File: src/rtl/fb_readout_streamer.sv
// Frame buffer reader: walks every pixel in display order and streams it out on valid/ready
// with end-of-row / end-of-frame markers, using a 2-entry credit-managed skid FIFO.
module fb_readout_streamer #(
  parameter int unsigned WIDTH  = 320,
  parameter int unsigned HEIGHT = 240,
  parameter int unsigned PIX_W  = 12,
  parameter int unsigned ADDR_W = 17,
  parameter int unsigned FLIP_Y = 1
) (
  input  logic              clk,
  input  logic              rst,
  input  logic              i_start,
  output logic              o_busy,
  output logic              o_done,
  output logic              o_fb_re,
  output logic [ADDR_W-1:0] o_fb_addr,
  input  logic [PIX_W-1:0]  i_fb_data,
  output logic              o_pix_valid,
  output logic [PIX_W-1:0]  o_pix_data,
  output logic              o_pix_eol,
  output logic              o_pix_eof,
  input  logic              i_pix_ready
);

  localparam int unsigned XW = (WIDTH > 1) ? $clog2(WIDTH) : 1;
  localparam int unsigned RW = $clog2(HEIGHT + 1);
  localparam int unsigned EW = PIX_W + 2;
  localparam logic [ADDR_W-1:0] ROW_STEP   = ADDR_W'(WIDTH);
  localparam logic [ADDR_W-1:0] FIRST_BASE =
    (FLIP_Y != 0) ? ADDR_W'((HEIGHT - 1) * WIDTH) : {ADDR_W{1'b0}};

  typedef enum logic [1:0] {IDLE, READ, DRAIN, DONE} state_t;

  state_t              state, state_n;
  logic [XW-1:0]       x, cur_x;
  logic [RW-1:0]       row, cur_row;
  logic [ADDR_W-1:0]   row_base, cur_base;
  logic                last_col, last_row, issue;
  logic                re_eol, re_eof;
  logic                rd_vld, rd_eol, rd_eof;
  logic [EW-1:0]       mem [2];
  logic                wr_ptr, rd_ptr;
  logic [1:0]          occ, occ_n;
  logic [EW-1:0]       head;
  logic                pop;

  always_ff @(posedge clk) begin
    if (rst) state <= IDLE;
    else     state <= state_n;
  end

  // Stream head: stored entry when occupied, otherwise the word returning from the BRAM this cycle
  always_comb begin
    head        = (occ != 2'd0) ? mem[rd_ptr] : {rd_eof, rd_eol, i_fb_data};
    o_pix_valid = (occ != 2'd0) || rd_vld;
    o_pix_data  = o_pix_valid ? head[PIX_W-1:0] : {PIX_W{1'b0}};
    o_pix_eol   = o_pix_valid & head[PIX_W];
    o_pix_eof   = o_pix_valid & head[PIX_W+1];
    pop         = o_pix_valid & i_pix_ready;
    occ_n       = occ + 2'(rd_vld) - 2'(pop);
  end

  // Next state and read issue; a new read needs a free slot counting the read already on the bus
  always_comb begin
    state_n  = state;
    issue    = 1'b0;
    cur_x    = x;
    cur_row  = row;
    cur_base = row_base;
    if (state == IDLE) begin
      cur_x    = '0;
      cur_row  = '0;
      cur_base = FIRST_BASE;
    end
    last_col = (cur_x == XW'(WIDTH - 1));
    last_row = (cur_row == RW'(HEIGHT - 1));
    case (state)
      IDLE:    issue = i_start;
      READ:    issue = (({1'b0, occ_n} + 3'(o_fb_re)) < 3'd2);
      default: issue = 1'b0;
    endcase
    case (state)
      IDLE, READ: if (issue) state_n = (last_col && last_row) ? DRAIN : READ;
      DRAIN:      if ((occ == 2'd0) && !o_fb_re && !rd_vld) state_n = DONE;
      DONE:       state_n = IDLE;
      default:    state_n = IDLE;
    endcase
  end

  always_ff @(posedge clk) begin
    if (rst) begin
      x         <= '0;
      row       <= '0;
      row_base  <= '0;
      o_fb_re   <= 1'b0;
      o_fb_addr <= '0;
      re_eol    <= 1'b0;
      re_eof    <= 1'b0;
      rd_vld    <= 1'b0;
      rd_eol    <= 1'b0;
      rd_eof    <= 1'b0;
      wr_ptr    <= 1'b0;
      rd_ptr    <= 1'b0;
      occ       <= 2'd0;
      o_busy    <= 1'b0;
      o_done    <= 1'b0;
    end else begin
      o_fb_re <= issue;
      if (issue) begin
        o_fb_addr <= cur_base + ADDR_W'(cur_x);
        re_eol    <= last_col;
        re_eof    <= last_col & last_row;
        if (last_col) begin
          x   <= '0;
          row <= cur_row + RW'(1);
          // The final row keeps its base so the address never steps past the buffer
          if (last_row)         row_base <= cur_base;
          else if (FLIP_Y != 0) row_base <= cur_base - ROW_STEP;
          else                  row_base <= cur_base + ROW_STEP;
        end else begin
          x        <= cur_x + XW'(1);
          row      <= cur_row;
          row_base <= cur_base;
        end
      end
      rd_vld <= o_fb_re;
      rd_eol <= re_eol;
      rd_eof <= re_eof;
      if (rd_vld) wr_ptr <= ~wr_ptr;
      if (pop)    rd_ptr <= ~rd_ptr;
      occ    <= occ_n;
      o_busy <= (state_n != IDLE);
      o_done <= (state_n == DONE);
    end
  end

  // Returned data is always captured; credit guarantees a free slot
  always_ff @(posedge clk) begin
    if (rd_vld) mem[wr_ptr] <= {rd_eof, rd_eol, i_fb_data};
  end

endmodule

File: config.mk
export PLATFORM = sky130hd
export DESIGN_NAME = fb_readout_streamer
export DESIGN_NICKNAME = d
export VERILOG_FILES = /design/src/rtl/fb_readout_streamer.sv
export SDC_FILE = /design/constraint.sdc
export NUM_CORES = 1
export LEC_CHECK = 0
export CORE_MARGIN = 5
export CORE_UTILIZATION = 35
export DETAILED_ROUTE_END_ITERATION = 7
export HOLD_SLACK_MARGIN = 0.12
export PLACE_DENSITY_LB_ADDON = 0.2
export SLEW_MARGIN = 20
export SYNTH_ARGS = -nofsm -noshare
export SYNTH_HDL_FRONTEND = slang
export SYNTH_SLANG_ARGS = --single-unit
export TNS_END_PERCENT = 5
File: constraint.sdc
create_clock -name clk -period 4.1 [get_ports clk]
set_input_delay 0.41 -clock clk [delete_from_list [all_inputs] [get_ports clk]]
set_output_delay 0.41 -clock clk [all_outputs]
set_load 0.05 [all_outputs]
After elaboration in Yosys (flattened, before gate mapping)
Memory sizes are Yosys's and may differ from the RTL's. A register that Yosys moved wholly into a read port is not among the register bits.
Index checks and enable logic that the tools add are counted.

word-level totals
  register bits after elaboration = 65
  RAM bits = 28
  output and inout port bits = 35
  word-level logic and storage cells = 66
  memories = 1

memory list
  name  words  width  read ports  clocked after Yosys merged registers in  wr ports  line  source
  mem   2      14     1           1                                        1         41    logic [EW-1:0] mem [2];

operators by class
  $add $sub $neg = 7
  $lt $le $gt $ge = 1
  eq/ne operators = 6
  muxes and demuxes = 18
  bitwise operators = 6
  reductions and logical operators = 11

operator list
  kind                                                                          number
  17-bit 2-to-1 mux                                                             3
  9-bit 2-to-1 mux                                                              2
  17-bit by 9-bit adder with 17-bit output                                      1
  17-bit by 9-bit subtractor with 17-bit output, second input constant          1
  8-bit 2-to-1 mux                                                              2
  14-bit 2-to-1 mux                                                             1
  12-bit 2-to-1 mux                                                             1
  9-bit by 1-bit adder with 9-bit output, second input constant                 1
  9-bit == test, second input constant                                          1
  8-bit by 1-bit adder with 8-bit output, second input constant                 1
  8-bit == test, second input constant                                          1
  2-bit == test, second input constant                                          3
  2-bit 2-to-1 mux                                                              3
  2-bit case mux with 3 select lines                                            1
  1-bit AND                                                                     4
  2-bit zero test                                                               2
  1-bit 2-to-1 mux                                                              4
  2-bit nonzero test                                                            2
  2-bit by 1-bit adder with 3-bit output                                        1
  1-bit logical AND                                                             3
  3-bit by 2-bit less-than comparator with 1-bit output, second input constant  1
  2-bit by 1-bit adder with 2-bit output                                        1
  2-bit by 1-bit == test with 1-bit output, second input constant               1
  1-bit zero test                                                               2
  other kinds (5)                                                               6

Longest topological paths before layout
Gate-level depths: netlist of the first run.

  depth after elaboration = 10
  depth in mapped cells = 14
  mapped depth without buffers = 11

Least setup slack after synthesis of the first run
OpenSTA, ideal clock, no wires.

  kind = register -> register
  from = reg rd_vld
  to = reg x[5]
  library setup time = 70 ps
  arrival time = 3,232 ps
  data required time = 4,030 ps
  slack = 797 ps
  stages on the path, launching flop included = 12
  period minus slack after synthesis = 3,303 ps
  cells stage by stage = dfxtp_1 -> clkbuf_1 -> or3_1 -> and2_1 -> ha_1 -> inv_1 -> ha_1 -> and3_1 -> a211o_1 -> buf_4 -> or4_1 -> a21oi_1

between the ends
  longest elaborated chain between the ends = 6
  elaborated cells between the ends (all ways) = 7
  classes of those cells = 3 x add/sub; 1 x order compare; 1 x mux; 1 x bitwise; 1 x reduce/logical

RTL lines
  what                                                   line  source
  start, declared                                        40    logic rd_vld, rd_eol, rd_eof;
  start signal, assigned                                 126   rd_vld <= o_fb_re;
  1-bit logical OR                                       55    o_pix_valid = (occ != 2'd0) || rd_vld;
  net o_pix_valid                                        18    output logic o_pix_valid,
  1-bit AND                                              59    pop = o_pix_valid & i_pix_ready;
  net pop                                                45    logic pop;
  2-bit by 1-bit subtractor with 2-bit output            60    occ_n = occ + 2'(rd_vld) - 2'(pop);
  net occ_n[0]                                           43    logic [1:0] occ, occ_n;
  2-bit by 1-bit adder with 3-bit output                 79    READ: issue = (({1'b0, occ_n} + 3'(o_fb_re)) < 3'd2);
  3-bit by 2-bit less-than comparator with 1-bit output  79
  1-bit case mux with 2 select lines                     77    case (state)
  end signal, assigned                                   121   x <= cur_x + XW'(1);
  end, declared                                          35    logic [XW-1:0] x, cur_x;

The timed path passes the listed nets, and every way through them passes these cells.
A chain may end at the register's enable or synchronous reset.

Final worst setup path of the first run
  from = reg rd_vld
  to = reg x[5]

between the ends
  longest elaborated chain between the ends = 6
  elaborated cells between the ends (all ways) = 7
  classes of those cells = 3 x add/sub; 1 x order compare; 1 x mux; 1 x bitwise; 1 x reduce/logical

RTL lines
  what                                                   line
  1-bit logical OR                                       55
  1-bit AND                                              59
  net pop                                                45
  2-bit by 1-bit subtractor with 2-bit output            60
  2-bit by 1-bit adder with 3-bit output                 79
  3-bit by 2-bit less-than comparator with 1-bit output  79
  1-bit case mux with 2 select lines                     77

The timed path passes the listed nets, and every way through them passes these cells.

==> out/qor.txt, run 1 <==
Outcome = finished clean
Pins Over Slew Limit = 0
Slew @ Worst Pin = 0.848 ns
Final setup vio count = 0
Area leader, netlist = dfxtp_1
Worst slew margin = 43.4%
Area growth from synthesis to layout = 20.8%
WL final = 10500 um
Startpoint types = flop
Hold EP = o_fb_addr[2]$_SDFFE_PP0N_
Worst Path Max Fanout = 25
Final Power = 2.94 mW
R2R setup slack = 0.92 ns
Int Pwr = 1.82 mW
Sw Share = 38.2%
Die Ht = 125 um
DRT antenna net count = 0
Vias in the first global route = 3551
Synth cell types = 53
Final Hold Violating Endpoints = 0
Period utilisation layout = 77.7%
Clock Tree Root = clkbuf_16
Worst r2r src = rd_vld$_SDFF_PP0_
Reg clk slew, reported paths = 0.07 ns
Pleak = 2.05 nW
Post-route DRC violation count = 0
Top-area cell type share of the netlist area = 28.7%
CP Capture Type = flop
# resized after CTS = 0
Core area = 0.0128 mm2
Fill count = 1228
Gpl congestion = 0.788
Synthesized Nets = 530
Yosys reg bits = 94
Design area = 0.00556 mm2
Post-placement cell area = 0.00527 mm2
P_sw = 1.12 mW
CTS buffer count = 9
Cell depth of the worst hold path = 2
Kind of critical path = flop to flop
Gr ovfl total = 0
Max clock buf depth = 2
Seq/Total Area, Yosys = 47.0%
Via count = 3675
Drt wl/cell = 14.7 um
Synth area leaders = dfxtp_1 29%, edfxtp_1 18%, nand2_1 4.1%, ha_1 3.8%, o21ai_0 3.7%
Largest net degree at the start of global routing = 58
Clk sinks = 94
Max-Cap Viols = 0
Max Freq = 314 MHz
Die Area = 0.0155 mm2
Die W = 125 um
Maximum vdd drop = 0.180 mV
Drt first pass iters = 4
Number of synthesized flops with an enable pin = 28
Row Count = 41
Comb pwr share = 35.2%
Synthesized instance count = 499
Boundary Pins = 51
Syn_area_per_cell = 9.22 um2
First-pass GRT wire length = 17700 um
Share of layout cells above drive strength 1 = 5.87%
Async set-reset flop share out of synthesis = 0%
Hold_sp = o_fb_addr[2]$_SDFFE_PP0N_
Clock latency on the worst-skew pair = 0.35 ns
# hold bufs at CTS = 0
Req. time, crit path = 4.37 ns
Worst min-delay path class = flop to flop
Share of power burned in registers = 37.2%
Power Dens Cells = 530 mW/mm2
H-tree lvl count = 3
Worst r2r dst = x[5]$_SDFFE_PP0N_
Starting Density = 36.0%
Yosys Warn Count = 0
CTS tree = built
Tmin final = 3.18 ns
Initial antenna violation count = 0
Nets = 571
Reg area = 0.00216 mm2
Setup bufs post-CTS = 0
DP HPWL = 7150 um
Setup TNS = 0 ns
Post-Syn Area = 0.00460 mm2
RSZ-0062 raised after global routing = false
Reg2reg path depth = 10
Worst Path Arrival = 3.46 ns
Clock share of power = 27.6%
Ant diodes = 0
Area of the multi-input gates = 0.00229 mm2
Drt initial violations = 181
Worst clock skew = 0.0103 ns
Ys flop type = dfxtp_1
IO Port Bufs = 50
Gr usage total = 13.7%
Mean number of vias per cell = 5.13
[sequential cells by signal, indices dropped and copies added (netlist names), named ones only]
name and count:
re_eof 1, o_fb_addr 17, mem 28, occ 2, row 8, state 2, row_base 17, wr_ptr 1
o_done 1, o_fb_re 1, x 9, o_busy 1, rd_ptr 1, re_eol 1, rd_eof 1, rd_vld 1
rd_eol 1
[stage by stage]
| stage | setup slack [ns] | cells | hold slack (ns) | util [%] |
|---|---|---|---|---|
| floorplan | 0.797 | 499 | 0.426 | - |
| global placement | 0.926 | 701 | 0.442 | 41.2 |
| detailed placement | 0.840 | 701 | 0.444 | 41.2 |
| CTS | 0.882 | 717 | 0.454 | 43.5 |
| global route | 0.673 | 717 | 0.469 | 43.5 |
| finish | 0.915 | 717 | 0.452 | 43.5 |
[cell usage after synthesis (all sizes together), types with 7 or more instances]
library cell  number
a21oi             32
and2              21
and3              13
buf                7
clkbuf            21
dfxtp             66
edfxtp            28
ha                14
inv               12
mux2i             14
nand2             50
nand2b             8
nand3             27
nand4              7
nor2              41
nor2b              9
nor3              10
nor4               7
o21ai             34
xnor2             16
xor2              10
[power groups by stage]
stage	Sequential, mW	Clock, mW	Combinational [mW]
after floorplan	1.18	0	0.651
after detailed placement	1.12	0	1.05
final	1.09	0.812	1.03
after global routing	1.11	0.881	1.11
after CTS	1.10	0.835	1.05
after global placement	1.12	0	1.04
[critical path, cell delays in order, from the launching register on]
cell and delay, ns:
dfxtp_1 0.31, or3_1 0.42, and2_1 0.21, ha_1 0.27, inv_1 0.06, ha_1 0.14
xor3_1 0.29, a211o_1 0.45, buf_4 0.28, or4_1 0.52, a21oi_1 0.15
[cell families after synthesis]
family                   after synthesis  synth area share, %
adder cells (fa/ha/maj)               15                 4.24
multiplexers                          14                 3.05
AO/OA/AOI/OAI                         99                 12.9
flip-flops                            94                 47.0
XOR/XNOR                              27                 5.47
buffers and inverters                 40                 3.43
AND/OR/NAND/NOR                      210                 23.9
[worst max-delay path by stage]
stage                                  from                         to  slack (ns)  cells after the start
after global placement          i_pix_ready          x[5]$_SDFFE_PP0N_        0.93                     10
final                     rd_vld$_SDFF_PP0_          x[5]$_SDFFE_PP0N_        0.92                     10
after CTS                 rd_vld$_SDFF_PP0_  row_base[13]$_SDFFE_PP0N_        0.88                     11
after detailed placement        i_pix_ready  row_base[13]$_SDFFE_PP0N_        0.84                     11
after global routing      rd_vld$_SDFF_PP0_  row_base[16]$_SDFFE_PP0N_        0.67                     11
after floorplan           rd_vld$_SDFF_PP0_          x[5]$_SDFFE_PP0N_        0.80                     11
[layer usage]
metal | vias up | global-route usage (%) | part of all wire [%]
met5 | - | 0 | 0
met4 | 0 | 5.67 | 1.7
met3 | 14 | 3.60 | 4.5
met2 | 81 | 21.6 | 46
met1 | 1730 | 17.8 | 48
li1 | 1850 | - | -
[layout by cell type, fill, tap and decap left out, types with 3 or more instances in the layout]
master           synthesis  final
nand3_1                 27     27
nor3_1                   9      9
o211ai_1                 3      3
ha_1                    14     14
mux2i_1                 14     14
inv_1                   12     12
or4_1                    3      3
nand4_1                  7      7
xnor2_1                 16     16
clkbuf_16                0      9
nor2_1                  41     41
or3_1                    5      5
a211oi_1                 4      4
and3_1                  13     13
xor2_1                  10     10
clkdlybuf4s50_1          0     49
nor4_1                   4      4
o21ai_0                 34     34
nand2b_1                 8      8
dfxtp_1                 66     66
inv_6                    0      3
nor3b_1                  3      3
a31oi_1                  4      4
edfxtp_1                28     28
nand2_1                 50     50
and2_1                  21     21
a21o_1                   4      4
a21oi_1                 32     32
buf_4                    1      8
nor2b_1                  9      9
[area by class of cell]
cell class	count	area share, %
multi-input combinational	365	41.2
clock buffer	10	4.30
tap	172	3.87
sequential	94	38.9
inverter	12	0.811
timing repair buffer	58	10.0
clock inverter	6	0.923
Power figures use the tool's default switching activity.
==> run 2, diff against run 1 <==
==> constraint.sdc (replaced) <==
create_clock -name clk -period 2.7 [get_ports clk]
set_input_delay 0.27 -clock clk [delete_from_list [all_inputs] [get_ports clk]]
set_output_delay 0.27 -clock clk [all_outputs]
set_load 0.05 [all_outputs]
==> out/qor.txt, run 2 (synthesis results as in run 1) <==
Worst Path Arrival = 3.11 ns
Pins Over Slew Limit = 0
Boundary Pins = 51
Ant diodes = 0
DRT antenna net count = 0
CTS buffer count = 9
Final critical-path setup slack = -0.152 ns
Power Dens Cells = 807 mW/mm2
Worst r2r dst = o_fb_addr[10]$_SDFFE_PP0N_
Drt initial violations = 201
Starting Density = 36.0%
Place WS = -0.248 ns
Row Count = 41
WP buf/inv = 5
Hold_sp = rst
Drt first pass iters = 4
Drt wl/cell = 14.5 um
Req. time, crit path = 2.96 ns
Die Ht = 125 um
Maximum vdd drop = 0.358 mV
Nets = 619
Gpl congestion = 0.807
Worst-path cell chain = or3_4, and2_4, ha_4, inv_2, ha_4, and3_4, buf_6, a211oi_4, buf_4, buf_6, nand2_1, inv_2, o21ai_0, o31ai_1
Largest Register = mem
WL final = 11100 um
Violated checks = negative setup slack
Sw Share = 37.1%
Reg clk slew, reported paths = 0.07 ns
Int Pwr = 3.16 mW
Tmin final = 2.85 ns
Area growth from synthesis to layout = 35.4%
Final Non-Filler Cells = 765
Worst min-delay path class = primary input to flop
CP max stage cell = or3_4
Initial antenna violation count = 0
DP HPWL = 8020 um
Final setup vio count = 17
Outcome = complete, but fails checks
Max-Cap Viols = 0
P_sw = 1.86 mW
Period utilisation layout = 106%
Clock share of power = 24.7%
Share of layout cells above drive strength 1 = 20.4%
Post-layout util = 48.8%
Largest regs = mem (28), o_fb_addr (17), row_base (17)
Most common cell after layout, fill and taps aside = dfxtp_1
Mean number of vias per cell = 5.02
# hold bufs at CTS = 0
IO Port Bufs = 50
R2R setup slack = -0.15 ns
Worst slew margin = 51.9%
Via count = 3840
Reg2reg path depth = 14
Max Freq = 351 MHz
Max clock buf depth = 2
CTS tree = built
Worst r2r src = occ[0]$_SDFF_PP0_
Post-route DRC violation count = 0
H-tree lvl count = 3
Worst clock skew = 0.00740 ns
WHS = 0.363 ns
CP top delay family = simple AND/OR/NAND/NOR gates
Comb pwr share = 43.0%
Core area = 0.0128 mm2
Clk sinks = 94
Most frequent cells in the layout = 64 x dfxtp_1, 50 x buf_4, 49 x nand2_1
Vias in the first global route = 3942
Pleak = 2.39 nW
Gr usage total = 14.6%
Largest net degree at the start of global routing = 29
Kind of critical path = flop to flop
Clock Tree Root = clkbuf_16
Clock latency on the worst-skew pair = 0.35 ns
Share of power burned in registers = 32.3%
RSZ-0062 raised after global routing = true
Die Area = 0.0155 mm2
Hold EP = o_fb_addr[5]$_SDFFE_PP0N_
CP peak stage delay = 0.37 ns
Worst Path Max Fanout = 6
CP Capture Type = flop
Gr ovfl total = 0
Slew @ Worst Pin = 0.719 ns
Cell depth of the worst hold path = 2
Die W = 125 um
Startpoint types = flop
Final Hold Violating Endpoints = 0
First-pass GRT wire length = 19000 um
Setup TNS = -1.15 ns
Inst Count DP = 743
Max reg flops = 28
## run 2: worst max-delay path by stage
stage                   startpoint                          to  slack, ns  cells after the start
2_1_floorplan  state[0]$_SDFF_PP0_  o_fb_addr[16]$_SDFFE_PP0N_      -0.26                     14
3_3_place_gp           i_pix_ready    row_base[9]$_SDFFE_PP0N_      -0.19                     12
3_5_place_dp           i_pix_ready           x[5]$_SDFFE_PP0N_      -0.25                     10
4_1_cts          occ[0]$_SDFF_PP0_   row_base[13]$_SDFFE_PP0N_      -0.14                     12
5_1_grt          occ[0]$_SDFF_PP0_   row_base[13]$_SDFFE_PP0N_      -0.30                     12
6_report         occ[0]$_SDFF_PP0_  o_fb_addr[10]$_SDFFE_PP0N_      -0.15                     14
## run 2: power groups by stage
stage	clock (mW)	combinational, mW	sequential, mW
after floorplan	0	1.02	1.79
after global placement	0	2.02	1.65
after detailed placement	0	2.05	1.65
after CTS	1.28	2.14	1.62
after global routing	1.34	2.31	1.64
final	1.24	2.16	1.62
## run 2: repair_timing
action                     4_1_cts  5_1_grt
gates resized for setup         18       22
setup endpoints to repair       43       42
buffers inserted                 4        2
pin swaps                        8       12
## run 2: layer usage
layer	vias up	wire [um]	GRT usage, %
met5	-	0	0
met4	0	135	4.19
met3	13	488	3.43
met2	69	5490	25.3
met1	1812	4980	18.2
li1	1946	-	-
## run 2: stage by stage
step / instance area (um2) / power (mW)
after floorplan: 4640 / 2.81
after global placement: 5740 / 3.67
after detailed placement: 5740 / 3.71
after CTS: 6140 / 5.04
after global routing: 6230 / 5.29
final: 6230 / 5.03
## run 2: cell type report
class                   instances  area, um2
multi-input cells             365       2420
inverters                      12       45.0
well taps                     172        215
clock buffers                   9        225
clock inverters                 7       65.1
repair buffers                106       1090
fillers                      1190       6550
flip-flops and latches         94       2160
==> run 3, diff against run 2 <==
--- a/config.mk
+++ b/config.mk
@@ -7,10 +7,11 @@
 export LEC_CHECK = 0
 export CORE_MARGIN = 5
 export CORE_UTILIZATION = 35
+export CTS_CLUSTER_SIZE = 30
 export DETAILED_ROUTE_END_ITERATION = 7
 export HOLD_SLACK_MARGIN = 0.12
-export PLACE_DENSITY_LB_ADDON = 0.2
-export SLEW_MARGIN = 20
+export PLACE_DENSITY_LB_ADDON = 0.15
+export SLEW_MARGIN = 10
 export SYNTH_ARGS = -nofsm -noshare
 export SYNTH_HDL_FRONTEND = slang
 export SYNTH_SLANG_ARGS = --single-unit
==> out/qor.txt, run 3 (synthesis results as in run 1) <==
Outcome = complete, but fails checks
Violated checks = negative setup slack
Slew @ Worst Pin = 0.760 ns
CP Capture Type = flop
CTS buffer count = 9
Drt wl/cell = 15.1 um
Die Area = 0.0155 mm2
Clk sinks = 94
Pins Over Slew Limit = 0
Die W = 125 um
Share of layout cells above drive strength 1 = 19.3%
Pleak = 2.35 nW
WHS = 0.451 ns
Starting Density = 36.0%
Final Hold Violating Endpoints = 0
Reg clk slew, reported paths = 0.06 ns
Worst-path cell chain = or3_4, and2_4, ha_4, inv_2, ha_4, xor3_2, a211o_4, buf_6, or4_1, a21oi_1
Max clock buf depth = 2
Req. time, crit path = 2.96 ns
Post-route DRC violation count = 0
Mean number of vias per cell = 5.07
First-pass GRT wire length = 18700 um
Area growth from synthesis to layout = 34.8%
Tmin final = 2.83 ns
CP peak stage delay = 0.50 ns
CP top delay family = simple AND/OR/NAND/NOR gates
Maximum vdd drop = 0.350 mV
Share of power burned in registers = 32.3%
DRT antenna net count = 0
Ant diodes = 0
Final setup vio count = 16
Largest regs = mem (28), o_fb_addr (17), row_base (17)
Largest Register = mem
Gr usage total = 14.4%
Drt first pass iters = 4
Vias in the first global route = 3804
Power Dens Cells = 813 mW/mm2
Max Freq = 354 MHz
Max-Cap Viols = 0
Comb pwr share = 43.0%
Worst min-delay path class = flop to flop
Row Count = 41
Place WS = -0.239 ns
Sw Share = 35.8%
Period utilisation layout = 105%
Drt initial violations = 149
Most common cell after layout, fill and taps aside = dfxtp_1
Layer with the highest usage = met2
Worst slew margin = 49.2%
CP max stage cell = or4_1
Kind of critical path = flop to flop
Core area = 0.0128 mm2
DP HPWL = 7800 um
Max reg flops = 28
H-tree lvl count = 3
Clock Tree Root = clkbuf_16
GR Util met2 = 24.2%
Met1 usage = 18.5%
Worst Path Arrival = 3.08 ns
R2R setup slack = -0.13 ns
Initial antenna violation count = 0
Worst Path Max Fanout = 17
Largest net degree at the start of global routing = 58
Boundary Pins = 51
Most frequent cells in the layout = 62 x dfxtp_1, 47 x nand2_1, 41 x nor2_1
Gr ovfl total = 0
WL final = 11400 um
Clock share of power = 24.8%
RSZ-0062 raised after global routing = true
Nets = 610
Gpl congestion = 0.840
Int Pwr = 3.24 mW
Via count = 3834
Clock latency on the worst-skew pair = 0.33 ns
Worst clock skew = 0.00568 ns
CTS tree = built
M3 GR Usage = 3.04%
Most used cell along the critical path = ha_4
Die Ht = 125 um
Startpoint types = flop
Final critical-path setup slack = -0.126 ns
P_sw = 1.80 mW
WP buf/inv = 2
IO Port Bufs = 50
[run 3: path summary, 6_finish.rpt]
| kind | startpoint | to | cells past startpoint |
|---|---|---|---|
| hold / removal | o_fb_addr[6]$_SDFFE_PP0N_ | o_fb_addr[6]$_SDFFE_PP0N_ | 2 |
| setup reg to reg | occ[0]$_SDFF_PP0_ | x[5]$_SDFFE_PP0N_ | 10 |
| setup / recovery | occ[0]$_SDFF_PP0_ | x[5]$_SDFFE_PP0N_ | 10 |
| hold reg to reg | o_fb_addr[6]$_SDFFE_PP0N_ | o_fb_addr[6]$_SDFFE_PP0N_ | 2 |
[run 3: what timing repair did]
item	in CTS	in global routing
pin swaps	10	9
resized for setup	13	32
endpoints found under the setup margin	37	47
buffers inserted	3	2
gates cloned	0	1
hold buffers	0	0
[run 3: through the flow]
step	cell area (um2)	setup TNS, ns	power (mW)	util, %	cells
2_1_floorplan	4640	-5.27	2.81	-	499
3_3_place_gp	5690	-3.36	3.70	44.5	734
6_report	6200	-0.794	5.04	48.5	756
5_1_grt	6200	-3.65	5.28	48.5	756
3_5_place_dp	5690	-4.03	3.72	44.5	734
4_1_cts	6060	-1.28	5.02	47.4	753
[run 3: layer usage]
metal / up-vias / wire [um]
met4: 0 / 127
met3: 9 / 409
met1: 1825 / 5300
li1: 1924 / -
met5: - / 0
met2: 76 / 5540
[run 3: area by class of cell]
type                       count  area [um2]
fill                        1199        6580
timing repair buffer          96        1020
clock buffer                  13         240
inverter                      12        45.0
clock inverter                 3        46.3
tap                          172         215
multi-input combinational    366        2460
sequential                    94        2170
[run 3: power by group through the flow]
stage          Clock (mW)  Combinational, mW  Sequential (mW)
2_1_floorplan           0               1.02             1.79
3_3_place_gp            0               2.05             1.65
3_5_place_dp            0               2.06             1.65
4_1_cts              1.28               2.11             1.62
5_1_grt              1.34               2.30             1.64
6_report             1.25               2.16             1.63
[run 3: worst register-to-register path: cells and delay by family, from the launching register on]
family	cells	cell delay, ns
xor gates and xnor gates	1	0.27
and+or+nand+nor	3	1.04
AOI/OAI and AO/OA	2	0.51
buffers and inverters	2	0.21
DFF	1	0.32
adders and majority gates	2	0.39
